`src/rtl/samp_sequencer.sv`:
```
// samp_sequencer: turns the PIO sampling control byte into timed ADC
// convert/read cycles over a channel scan and buffers each result in a
// show-ahead FIFO that feeds a valid/ready stream to the sample store.
//
// Optional feature macro: SAMP_TIMESTAMP_EN
//   When defined, a 16-bit free-running timestamp is captured at the start
//   of each channel conversion, stored with the sample and presented on smp_ts.
//
// Ports:
//   clk, reset_n      system clock, asynchronous active-low reset
//   ctrl[7:0]         {rate_sel[2:0], last_chan[2:0], cont, run}
//   adc_busy          ADC conversion in progress
//   adc_data          ADC parallel data bus
//   adc_convst_n      conversion start strobe (active-low)
//   adc_rd_n          ADC read strobe (active-low)
//   adc_chan          ADC input mux select
//   smp_data/chan     head-of-FIFO sample and its channel
//   smp_valid         FIFO non-empty
//   smp_ready         downstream accepts the head sample
//   seq_busy          sequencer not idle
//   overrun           sticky: a sample was dropped on a full FIFO
//   timeout_err       sticky: busy did not fall within CONV_TIMEOUT clocks
//   smp_ts            (SAMP_TIMESTAMP_EN only) timestamp of head sample
`timescale 1ns/1ps

module samp_sequencer #(
  parameter int unsigned DATA_W       = 16,
  parameter int unsigned CLK_DIV_BASE = 50,
  parameter int unsigned CONV_TIMEOUT = 255,
  parameter int unsigned FIFO_DEPTH   = 8
) (
  input  logic              clk,
  input  logic              reset_n,
  input  logic [7:0]        ctrl,
  input  logic              adc_busy,
  input  logic [DATA_W-1:0] adc_data,
  output logic              adc_convst_n,
  output logic              adc_rd_n,
  output logic [2:0]        adc_chan,
  output logic [DATA_W-1:0] smp_data,
  output logic [2:0]        smp_chan,
  output logic              smp_valid,
  input  logic              smp_ready,
  output logic              seq_busy,
  output logic              overrun,
  output logic              timeout_err
`ifdef SAMP_TIMESTAMP_EN
  ,
  output logic [15:0]       smp_ts
`endif
);

  localparam int unsigned DIV_W = $clog2(8 * CLK_DIV_BASE);
  localparam int unsigned TO_W  = $clog2(CONV_TIMEOUT + 1);
  localparam int unsigned PTR_W = $clog2(FIFO_DEPTH);
  localparam int unsigned CNT_W = PTR_W + 1;
  localparam int unsigned TS_W  = 16;

  typedef enum logic [2:0] {
    S_IDLE, S_WAIT_TICK, S_CONVST, S_WAIT_BUSY, S_READ, S_PUSH, S_NEXT
  } state_t;

  typedef struct packed {
`ifdef SAMP_TIMESTAMP_EN
    logic [TS_W-1:0]   ts;
`endif
    logic [2:0]        chan;
    logic [DATA_W-1:0] data;
  } entry_t;

  // Control byte fields
  logic       run, cont;
  logic [2:0] last_chan, rate_sel;
  assign run       = ctrl[0];
  assign cont      = ctrl[1];
  assign last_chan = ctrl[4:2];
  assign rate_sel  = ctrl[7:5];

  logic run_q;
  logic run_rise_c;
  assign run_rise_c = run & ~run_q;

  always_ff @(posedge clk or negedge reset_n) begin
    if (!reset_n) run_q <= 1'b0;
    else          run_q <= run;
  end

  // Rate divider; the period is re-sampled from rate_sel at run start and
  // at every terminal count.
  logic [DIV_W-1:0] div_cnt;
  logic [2:0]       rate_q;
  logic [DIV_W-1:0] div_term_c;
  logic             tick_c;

  assign div_term_c = DIV_W'((32'(rate_q) + 32'd1) * CLK_DIV_BASE - 32'd1);
  assign tick_c     = run & run_q & (div_cnt == div_term_c);

  always_ff @(posedge clk or negedge reset_n) begin
    if (!reset_n) begin
      div_cnt <= '0;
      rate_q  <= '0;
    end else if (!run) begin
      div_cnt <= '0;
    end else if (!run_q) begin
      div_cnt <= div_cnt + DIV_W'(1);
      rate_q  <= rate_sel;
    end else if (div_cnt == div_term_c) begin
      div_cnt <= '0;
      rate_q  <= rate_sel;
    end else begin
      div_cnt <= div_cnt + DIV_W'(1);
    end
  end

  // FIFO status used by the sequencer
  logic [CNT_W-1:0] fcnt;
  logic             full_c, pop_c, push_c, wr_en_c;
  assign full_c  = (fcnt == CNT_W'(FIFO_DEPTH));
  assign pop_c   = smp_valid & smp_ready;
  assign wr_en_c = push_c & (~full_c | pop_c);

  // Sequencer state
  state_t           state, state_d;
  logic [TO_W-1:0]  cnt, cnt_d;
  logic [2:0]       chan, chan_d;
  logic             flag_clr_c, timeout_set_c;

  always_ff @(posedge clk or negedge reset_n) begin
    if (!reset_n) begin
      state <= S_IDLE;
      cnt   <= '0;
      chan  <= '0;
    end else begin
      state <= state_d;
      cnt   <= cnt_d;
      chan  <= chan_d;
    end
  end

  always_comb begin
    state_d       = state;
    cnt_d         = cnt;
    chan_d        = chan;
    push_c        = 1'b0;
    flag_clr_c    = 1'b0;
    timeout_set_c = 1'b0;
    case (state)
      S_IDLE: begin
        if (run_rise_c) begin
          state_d    = S_WAIT_TICK;
          chan_d     = '0;
          cnt_d      = '0;
          flag_clr_c = 1'b1;
        end
      end
      S_WAIT_TICK: begin
        if (tick_c) begin
          state_d = S_CONVST;
          cnt_d   = '0;
        end
      end
      S_CONVST: begin
        if (cnt == TO_W'(1)) begin
          state_d = S_WAIT_BUSY;
          cnt_d   = '0;
        end else begin
          cnt_d = cnt + TO_W'(1);
        end
      end
      S_WAIT_BUSY: begin
        // busy is not trusted for the first two clocks after convst release
        if ((cnt >= TO_W'(2)) && !adc_busy) begin
          state_d = S_READ;
          cnt_d   = '0;
        end else if (cnt == TO_W'(CONV_TIMEOUT - 1)) begin
          state_d       = S_NEXT;
          cnt_d         = '0;
          timeout_set_c = 1'b1;
        end else begin
          cnt_d = cnt + TO_W'(1);
        end
      end
      S_READ: begin
        if (cnt == TO_W'(1)) begin
          state_d = S_PUSH;
          cnt_d   = '0;
        end else begin
          cnt_d = cnt + TO_W'(1);
        end
      end
      S_PUSH: begin
        push_c  = 1'b1;
        state_d = S_NEXT;
      end
      S_NEXT: begin
        if (chan < last_chan) begin
          chan_d  = chan + 3'd1;
          state_d = S_CONVST;
        end else begin
          chan_d  = '0;
          state_d = cont ? S_WAIT_TICK : S_IDLE;
        end
      end
      default: state_d = S_IDLE;
    endcase
    // Dropping run abandons whatever is in flight
    if ((state != S_IDLE) && !run) begin
      state_d       = S_IDLE;
      cnt_d         = '0;
      push_c        = 1'b0;
      timeout_set_c = 1'b0;
    end
  end

  // Registered ADC strobes and status, driven from the next state
  always_ff @(posedge clk or negedge reset_n) begin
    if (!reset_n) begin
      adc_convst_n <= 1'b1;
      adc_rd_n     <= 1'b1;
      adc_chan     <= '0;
      seq_busy     <= 1'b0;
      overrun      <= 1'b0;
      timeout_err  <= 1'b0;
    end else begin
      adc_convst_n <= (state_d != S_CONVST);
      adc_rd_n     <= (state_d != S_READ);
      seq_busy     <= (state_d != S_IDLE);
      if ((state_d == S_CONVST) && (state != S_CONVST)) adc_chan <= chan_d;
      if (flag_clr_c) begin
        overrun     <= 1'b0;
        timeout_err <= 1'b0;
      end else begin
        if (push_c && full_c && !pop_c) overrun <= 1'b1;
        if (timeout_set_c)              timeout_err <= 1'b1;
      end
    end
  end

  // Sample capture at the edge ending the second read-low cycle
  logic [DATA_W-1:0] data_q;
  always_ff @(posedge clk or negedge reset_n) begin
    if (!reset_n)                              data_q <= '0;
    else if ((state == S_READ) && (cnt == TO_W'(1))) data_q <= adc_data;
  end

`ifdef SAMP_TIMESTAMP_EN
  logic [TS_W-1:0] ts_cnt, ts_q;
  always_ff @(posedge clk or negedge reset_n) begin
    if (!reset_n) begin
      ts_cnt <= '0;
      ts_q   <= '0;
    end else begin
      ts_cnt <= ts_cnt + TS_W'(1);
      if ((state == S_CONVST) && (cnt == '0)) ts_q <= ts_cnt;
    end
  end
`endif

  entry_t wr_entry_c;
  always_comb begin
    wr_entry_c      = '0;
    wr_entry_c.chan = chan;
    wr_entry_c.data = data_q;
`ifdef SAMP_TIMESTAMP_EN
    wr_entry_c.ts   = ts_q;
`endif
  end

  // Show-ahead sample FIFO
  entry_t           mem [FIFO_DEPTH];
  logic [PTR_W-1:0] wr_ptr, rd_ptr;
  logic [CNT_W-1:0] fcnt_d;

  always_comb begin
    fcnt_d = fcnt;
    if (wr_en_c && !pop_c)      fcnt_d = fcnt + CNT_W'(1);
    else if (!wr_en_c && pop_c) fcnt_d = fcnt - CNT_W'(1);
  end

  always_ff @(posedge clk or negedge reset_n) begin
    if (!reset_n) begin
      for (int i = 0; i < int'(FIFO_DEPTH); i++) mem[i] <= '0;
      wr_ptr    <= '0;
      rd_ptr    <= '0;
      fcnt      <= '0;
      smp_valid <= 1'b0;
    end else begin
      if (wr_en_c) begin
        mem[wr_ptr] <= wr_entry_c;
        wr_ptr      <= wr_ptr + PTR_W'(1);
      end
      if (pop_c) rd_ptr <= rd_ptr + PTR_W'(1);
      fcnt      <= fcnt_d;
      smp_valid <= (fcnt_d != '0);
    end
  end

  entry_t head;
  assign head     = mem[rd_ptr];
  assign smp_data = head.data;
  assign smp_chan = head.chan;
`ifdef SAMP_TIMESTAMP_EN
  assign smp_ts   = head.ts;
`endif

endmodule

```
`config.mk`:
```
export PLATFORM = sky130hd
export DESIGN_NAME = samp_sequencer
export DESIGN_NICKNAME = d
export VERILOG_FILES = /design/src/rtl/samp_sequencer.sv
export SDC_FILE = /design/constraint.sdc
export NUM_CORES = 1
export LEC_CHECK = 0
export CAP_MARGIN = 20
export CORE_MARGIN = 3
export CORE_UTILIZATION = 45
export CTS_BUF_LIST = sky130_fd_sc_hd__clkbuf_16
export DETAILED_ROUTE_END_ITERATION = 10
export DONT_BUFFER_PORTS = 1
export PLACE_DENSITY = 0.62
export SLEW_MARGIN = 30
export SYNTH_ARGS = -nofsm -noshare
export SYNTH_HDL_FRONTEND = slang
export SYNTH_SLANG_ARGS = --single-unit
```
`constraint.sdc`:
```
create_clock -name clk -period 2.9 [get_ports clk]
set_input_delay 0.145 -clock clk [delete_from_list [all_inputs] [get_ports clk]]
set_output_delay 0.145 -clock clk [all_outputs]
set_load 0.05 [all_outputs]
```
==> results of run 1 <==
[per-layer routing]
metal,part of all wire [%],vias up,wire (um)
li1,-,2760,-
met1,44,3215,9540
met2,51,74,10900
met3,3.7,33,790
met4,1.7,0,357
met5,0,-,0
[flip-flops by register name, summed over array words and instances (netlist names)]
name / flops
state: 3
adc_chan: 3
rd_ptr: 3
rate_q: 3
overrun: 1
chan: 3
cnt: 8
div_cnt: 9
adc_convst_n: 1
seq_busy: 1
fcnt: 4
wr_ptr: 3
adc_rd_n: 1
mem: 152
run_q: 1
data_q: 16
smp_valid: 1
timeout_err: 1
[power breakdown]
group	internal [mW]	switching (mW)	total, mW	leakage, nW
registers	3.17	0.347	3.52	2.91
clock network	1.72	1.14	2.87	0.387
logic	0.846	0.905	1.75	2.32
total	5.74	2.40	8.14	5.62
[final cells by class]
class / count / area (um^2) / area share, %
repair buffers: 50 / 482 / 4.10
well taps: 280 / 350 / 2.98
clock buffers: 25 / 626 / 5.32
inverters: 13 / 48.8 / 0.415
clock inverters: 18 / 129 / 1.10
flip-flops and latches: 214 / 5360 / 45.6
multi-input cells: 471 / 4760 / 40.5
[timing repair]
| item | in CTS | in global routing |
|---|---|---|
| pin swaps | 3 | 6 |
| gates cloned | 0 | 0 |
| hold endpoints to repair | 257 | 214 |
| resized for setup | 3 | 12 |
| buffers inserted | 1 | 1 |
| endpoints found under the setup margin | 12 | 22 |
[cell families (layout without fill, tap and decap cells)]
group / count (synthesis) / after routing
buf+inv: 47 / 106
simple gates: 137 / 137
flops: 214 / 214
compound gates: 53 / 53
xor+xnor: 30 / 30
mux: 234 / 234
fa+ha+maj: 17 / 17
[worst max path at each step]
| stage | endpoint | slack [ns] | start |
|---|---|---|---|
| after floorplan | adc_chan[0] | 0.009 | rate_q[1] |
| after global placement | adc_chan[0] | -0.009 | rate_q[0] |
| after detailed placement | adc_chan[0] | -0.16 | rate_q[0] |
| after CTS | adc_chan[0] | -0.06 | rate_q[1] |
| after global routing | adc_chan[0] | -0.20 | rate_q[0] |
| final | adc_chan[0] | -0.09 | rate_q[0] |
[cell usage in the layout (no fill, tap or decap), types with 5 or more instances in the layout]
master	netlist	routed
dfrtp_1	212	211
inv_1	13	18
mux4_2	38	38
nand2_1	34	33
clkbuf_16	0	25
o21ai_0	13	12
nand3_1	13	13
xor2_1	14	13
nor2b_1	5	5
ha_1	17	14
a21oi_1	14	13
mux2_2	194	192
nor2_1	34	34
xnor2_1	16	15
buf_4	1	24
clkinv_1	0	6
dlygate4sd3_1	0	21
[per-stage QoR]
step	hold slack [ns]	area [um^2]	std cells	power (mW)	util (%)
after global placement	-0.140	10700	1005	5.19	48.5
after detailed placement	-0.139	10700	1005	5.27	48.5
after floorplan	-0.151	10300	732	4.76	-
after CTS	-0.672	11700	1070	8.22	52.9
after global routing	-0.666	11800	1071	8.54	53.2
final	-0.643	11800	1071	8.14	53.2
==> results.yml, run 1 <==
timing:
  grt_setup_unrepaired: "yes"
  worst_pin_slew_ns: 0.667
  period_share_pct: 103
  period_needed_ns: 2.99
  fin_tns_setup_ns: -0.398
  finalSetupViolations: 6
  hold_viol: 214
  fin_worst_skew_ns: 0.0169
  fmax_mhz: 335
  slew_viol_final: 0
  fin_ws_ns: -0.0871
  maxSlewHeadroom_pct: 55.1
  holdWs_ns: -0.643
placed_design:
  numPortBuffers: 0
  place_ws_ns: -0.158
  dpl.hpwl_um: 13700
  globalplace.congestion: 0.771
clocking:
  clk_pin_slew_ns: 0.06
  cts_hold_buffers: 21
  htreeDepth: 1
  cts_tree: "done"
  cts_max_path_buffers: 3
  clk-insertion-delay-late_ns: 0.50
  cts.sink_count: 214
  clk_root_buffer_cell: "clkbuf_16"
  numCtsBuffers: 25
critical_path:
  cp_top_family: "compound AO/OA/AOI/OAI gates"
  path_depth: 12
  ff2ff_path_depth: 12
  criticalPathCategory: "reg -> reg"
  cp.arrival_ns: 3.37
  path_max_fanout: 4
  cp_slowest_cell: "dfrtp_1"
  startpoint_type: "flip-flop"
  cp_num_buf_inv: 2
  r2r-start: "rate_q[0]"
  r2r_setup_slack_ns: -0.09
  r2r-end: "adc_chan[0]"
  crit_chain: "ha_2 > xor2_2 > inv_2 > ha_4 > inv_2 > ha_4 > and4b_4 > o211a_1 > o211a_4 > a211o_1 > nand3_2 > mux2_2"
  end_kind: "flip-flop"
  cp.required_ns: 3.29
  max_stage_delay_ns: 0.39
logic_synthesis:
  ys_ff_latch: 214
  synth_common_cells: "dfrtp_1 (212), mux2_2 (194), mux4_2 (38), nand2_1 (34), nor2_1 (34)"
  async_reset_ff_share_pct: 100
  yosysSeqAreaShare_pct: 52.2
  syn-instance-count: 732
  synth_area_mm2: 0.0103
  yosys.area.top_type: "dfrtp_1"
  ys_types: 62
  yosys-top-cells-area: "dfrtp_1 (52%), mux2_2 (21%), mux4_2 (8.3%), ha_1 (2.1%), xnor2_1 (1.4%)"
  synth_edf_count: 0
  synthSimpleGateAreaFrac_pct: 7.56
  synth_nets: 777
  muxShareOfSynthArea_pct: 29.8
  yosys.area.top_type_share_pct: 51.7
  yosys.area_share.adder_pct: 2.07
  synth.most_common_cell: "dfrtp_1"
  yosysWarnings: 0
  synth_ff_type: "dfrtp_1"
  synth_top_family_by_area: "multiplexers"
  avgSynthCellArea_um2: 14.0
  synth_compound_area_share_pct: 3.61
  synthXorXnorAreaFrac_pct: 2.56
global_route:
  track_usage_pct: 17.9
  antenna_found_initial: 0
  top_usage_layer: "met2"
  grt_util_met2_pct: 31.2
  grt_pass1_wl_um: 35400
  grt_max_degree: 215
  grt_pass1_vias: 6701
  grt_use_met3_pct: 3.46
  grt_use_met1_pct: 23.5
  overflow: 0
cells_and_area:
  layout-drive-gt1-share_pct: 41.2
  nNetsFinal: 820
  areaGrowthSynthToFinish_pct: 14.5
  antenna_cells: 0
  fillers: 1791
drt:
  drc_errors: 0
  drt_pass1_iterations: 5
  drt_iter0_drc: 334
  wl_um: 21600
  ant_nets: 0
  vias: 6082
  viasPerCell: 5.68
  wire_per_inst_um: 20.2
run:
  cap_viol_max_count: 0
floorplan:
  start_util_pct: 46.5
  row_count: 54
  die_area_mm2: 0.0247
  die_h_um: 157
  core_area_mm2: 0.0221
  io-pin-count: 56
  die_x_um: 157
pwr:
  vdd_ir_drop_max_mv: 0.349
  power.density_mw_per_mm2: 692
  p_leak_nw: 5.62
min_path:
  hold_path_class: "in -> async"
outcome:
  outcome: "complete, but fails checks"
  violations: "negative hold slack, negative setup slack"
(Power assumes the default switching activity.)
==> run 2: changes to the inputs <==
--- a/config.mk
+++ b/config.mk
@@ -7,11 +7,11 @@
 export LEC_CHECK = 0
 export CAP_MARGIN = 20
 export CORE_MARGIN = 3
-export CORE_UTILIZATION = 45
+export CORE_UTILIZATION = 51
 export CTS_BUF_LIST = sky130_fd_sc_hd__clkbuf_16
 export DETAILED_ROUTE_END_ITERATION = 10
 export DONT_BUFFER_PORTS = 1
-export PLACE_DENSITY = 0.62
+export PLACE_DENSITY_LB_ADDON = 0.25
 export SLEW_MARGIN = 30
 export SYNTH_ARGS = -nofsm -noshare
 export SYNTH_HDL_FRONTEND = slang
==> constraint.sdc (replaced) <==
create_clock -name clk -period 3.2 [get_ports clk]
set_input_delay 0.16 -clock clk [delete_from_list [all_inputs] [get_ports clk]]
set_output_delay 0.16 -clock clk [all_outputs]
set_load 0.05 [all_outputs]
==> run 2 against run 1 <==
The flow finishes with violations (negative hold slack). Sequential power decreased by 7.7%. Non-clock buffer count decreased by 9. Register-to-register slack improved by 0.22 ns. First-iteration DRC count decreased by 23%. Clock-buffer cell count decreased by 1. Utilization increased by 6.0 points. Final cell count decreased by 2.1%. Via count decreased by 0.33%. Largest cell class unchanged.
==> results.yml, run 2 (synthesis gave the netlist of run 1 again) <==
outcome:
  outcome: "complete, but fails checks"
  violations: "negative hold slack"
timing:
  period_needed_ns: 3.07
  period_share_pct: 95.8
  fin_worst_skew_ns: 0.0109
  worst_pin_slew_ns: 0.675
  fmax_mhz: 326
  slew_viol_final: 0
  grt_setup_unrepaired: "no"
  maxSlewHeadroom_pct: 54.8
  hold_viol: 214
  holdWs_ns: -0.652
  finalSetupViolations: 0
floorplan:
  core_area_mm2: 0.0196
  io-pin-count: 56
  die_h_um: 148
  die_area_mm2: 0.0219
  row_count: 51
  start_util_pct: 52.4
  die_x_um: 148
cells_and_area:
  final_common_cell: "dfrtp_1"
  layout_common_cells: "dfrtp_1 (211), mux2_2 (194), mux4_2 (38), nand2_1 (34), nor2_1 (34)"
  largest_registers: "mem: 152 flops, data_q: 16 flops, div_cnt: 9 flops"
  largest_reg_flops: 152
  nNetsFinal: 810
  fillers: 1521
  areaGrowthSynthToFinish_pct: 13.0
  multiInputGateArea_mm2: 0.00472
  max_flop_register: "mem"
  area.sequential_mm2: 0.00536
  fin_cells: 1048
  antenna_cells: 0
  layout-drive-gt1-share_pct: 40.6
critical_path:
  path_max_fanout: 4
  cp.required_ns: 3.60
  cp.arrival_ns: 3.47
  criticalPathCategory: "reg -> reg"
  end_kind: "flip-flop"
  startpoint_type: "flip-flop"
drt:
  vias: 6062
  ant_nets: 0
  drt_pass1_iterations: 4
  wire_per_inst_um: 20.3
  drt_iter0_drc: 257
  wl_um: 21300
  viasPerCell: 5.78
  drc_errors: 0
clocking:
  numCtsBuffers: 24
  clk-insertion-delay-late_ns: 0.52
  cts_max_path_buffers: 3
  htreeDepth: 1
  cts_tree: "done"
  clk_root_buffer_cell: "clkbuf_16"
  cts.sink_count: 214
  cts_hold_buffers: 21
  clk_pin_slew_ns: 0.06
global_route:
  track_usage_pct: 20.1
  grt_pass1_wl_um: 35300
  grt_pass1_vias: 6636
  overflow: 0
  grt_max_degree: 215
  antenna_found_initial: 0
pwr:
  p_leak_nw: 5.54
  total_power_mw: 7.25
  power.density_mw_per_mm2: 625
  vdd_ir_drop_max_mv: 0.377
placed_design:
  dp.cells: 981
  dpl.hpwl_um: 13400
  globalplace.congestion: 0.867
  numPortBuffers: 0
run:
  cap_viol_max_count: 0
min_path:
  hold_path_class: "in -> async"
[run 2: worst max-delay path, cell delays in order, from the launching register on]
cell and delay, ns:
dfrtp_1 0.41, ha_2 0.23, xor2_2 0.19, inv_1 0.09
ha_1 0.28, inv_1 0.06, ha_4 0.27, and4b_4 0.21
o211a_1 0.25, o211a_4 0.25, a211o_1 0.26, nand3_2 0.10
mux2_2 0.34
[run 2: final timing paths]
| path | from | endpoint | slack (ns) | cells after the start |
|---|---|---|---|---|
| max in group asynchronous | reset_n | state[1] | 3.44 | 0 |
| worst max-delay path | rate_q[1] | adc_chan[1] | 0.13 | 12 |
| min in group clk | smp_ready | fcnt[1] | 0.02 | 4 |
| worst min-delay path | reset_n | data_q[0] | -0.65 | 0 |
| worst max register to register | rate_q[1] | adc_chan[1] | 0.13 | 12 |
| worst min register to register | mem[31] | mem[31] | 0.49 | 1 |
[run 2: routing by layer]
metal  routed length [um]  global-route usage (%)  share of wire, %
met1                 9440                    26.9                44
met2                10400                    34.2                49
met3                 1070                    4.11               5.0
met4                  356                    4.62               1.7
met5                    0                       0                 0
[run 2: final cells by class]
cell class / instances / share of cell area, %
multi-input cells: 471 / 40.7
well taps: 265 / 2.86
inverters: 13 / 0.421
flip-flops and latches: 214 / 46.2
repair buffers: 41 / 3.43
clock buffers: 24 / 5.18
clock inverters: 20 / 1.22
[run 2: per-stage QoR]
stage / area [um^2] / util, % / setup WS (ns) / TNS [ns]
floorplan: 10300 / - / 0.220 / 0
global placement: 10600 / 54.1 / 0.128 / 0
detailed placement: 10600 / 54.1 / -0.00159 / -0.00159
CTS: 11600 / 59.0 / 0.0358 / 0
global route: 11600 / 59.2 / 0.0283 / 0
finish: 11600 / 59.2 / 0.134 / 0
[run 2: repair_timing]
| item | 4_1_cts | 5_1_grt |
|---|---|---|
| cloned | 0 | 0 |
| setup buffers | 1 | 1 |
| pin swaps | 0 | 0 |
| endpoints found under the setup margin | 3 | 14 |
| gates resized for setup | 2 | 3 |
| hold endpoints to repair | 256 | 214 |
[run 2: power by group]
| group | total, mW | internal [mW] | leakage [nW] | switching (mW) |
|---|---|---|---|---|
| combinational | 1.44 | 0.718 | 2.26 | 0.719 |
| sequential | 3.25 | 2.87 | 2.91 | 0.378 |
| clock | 2.57 | 1.45 | 0.367 | 1.11 |
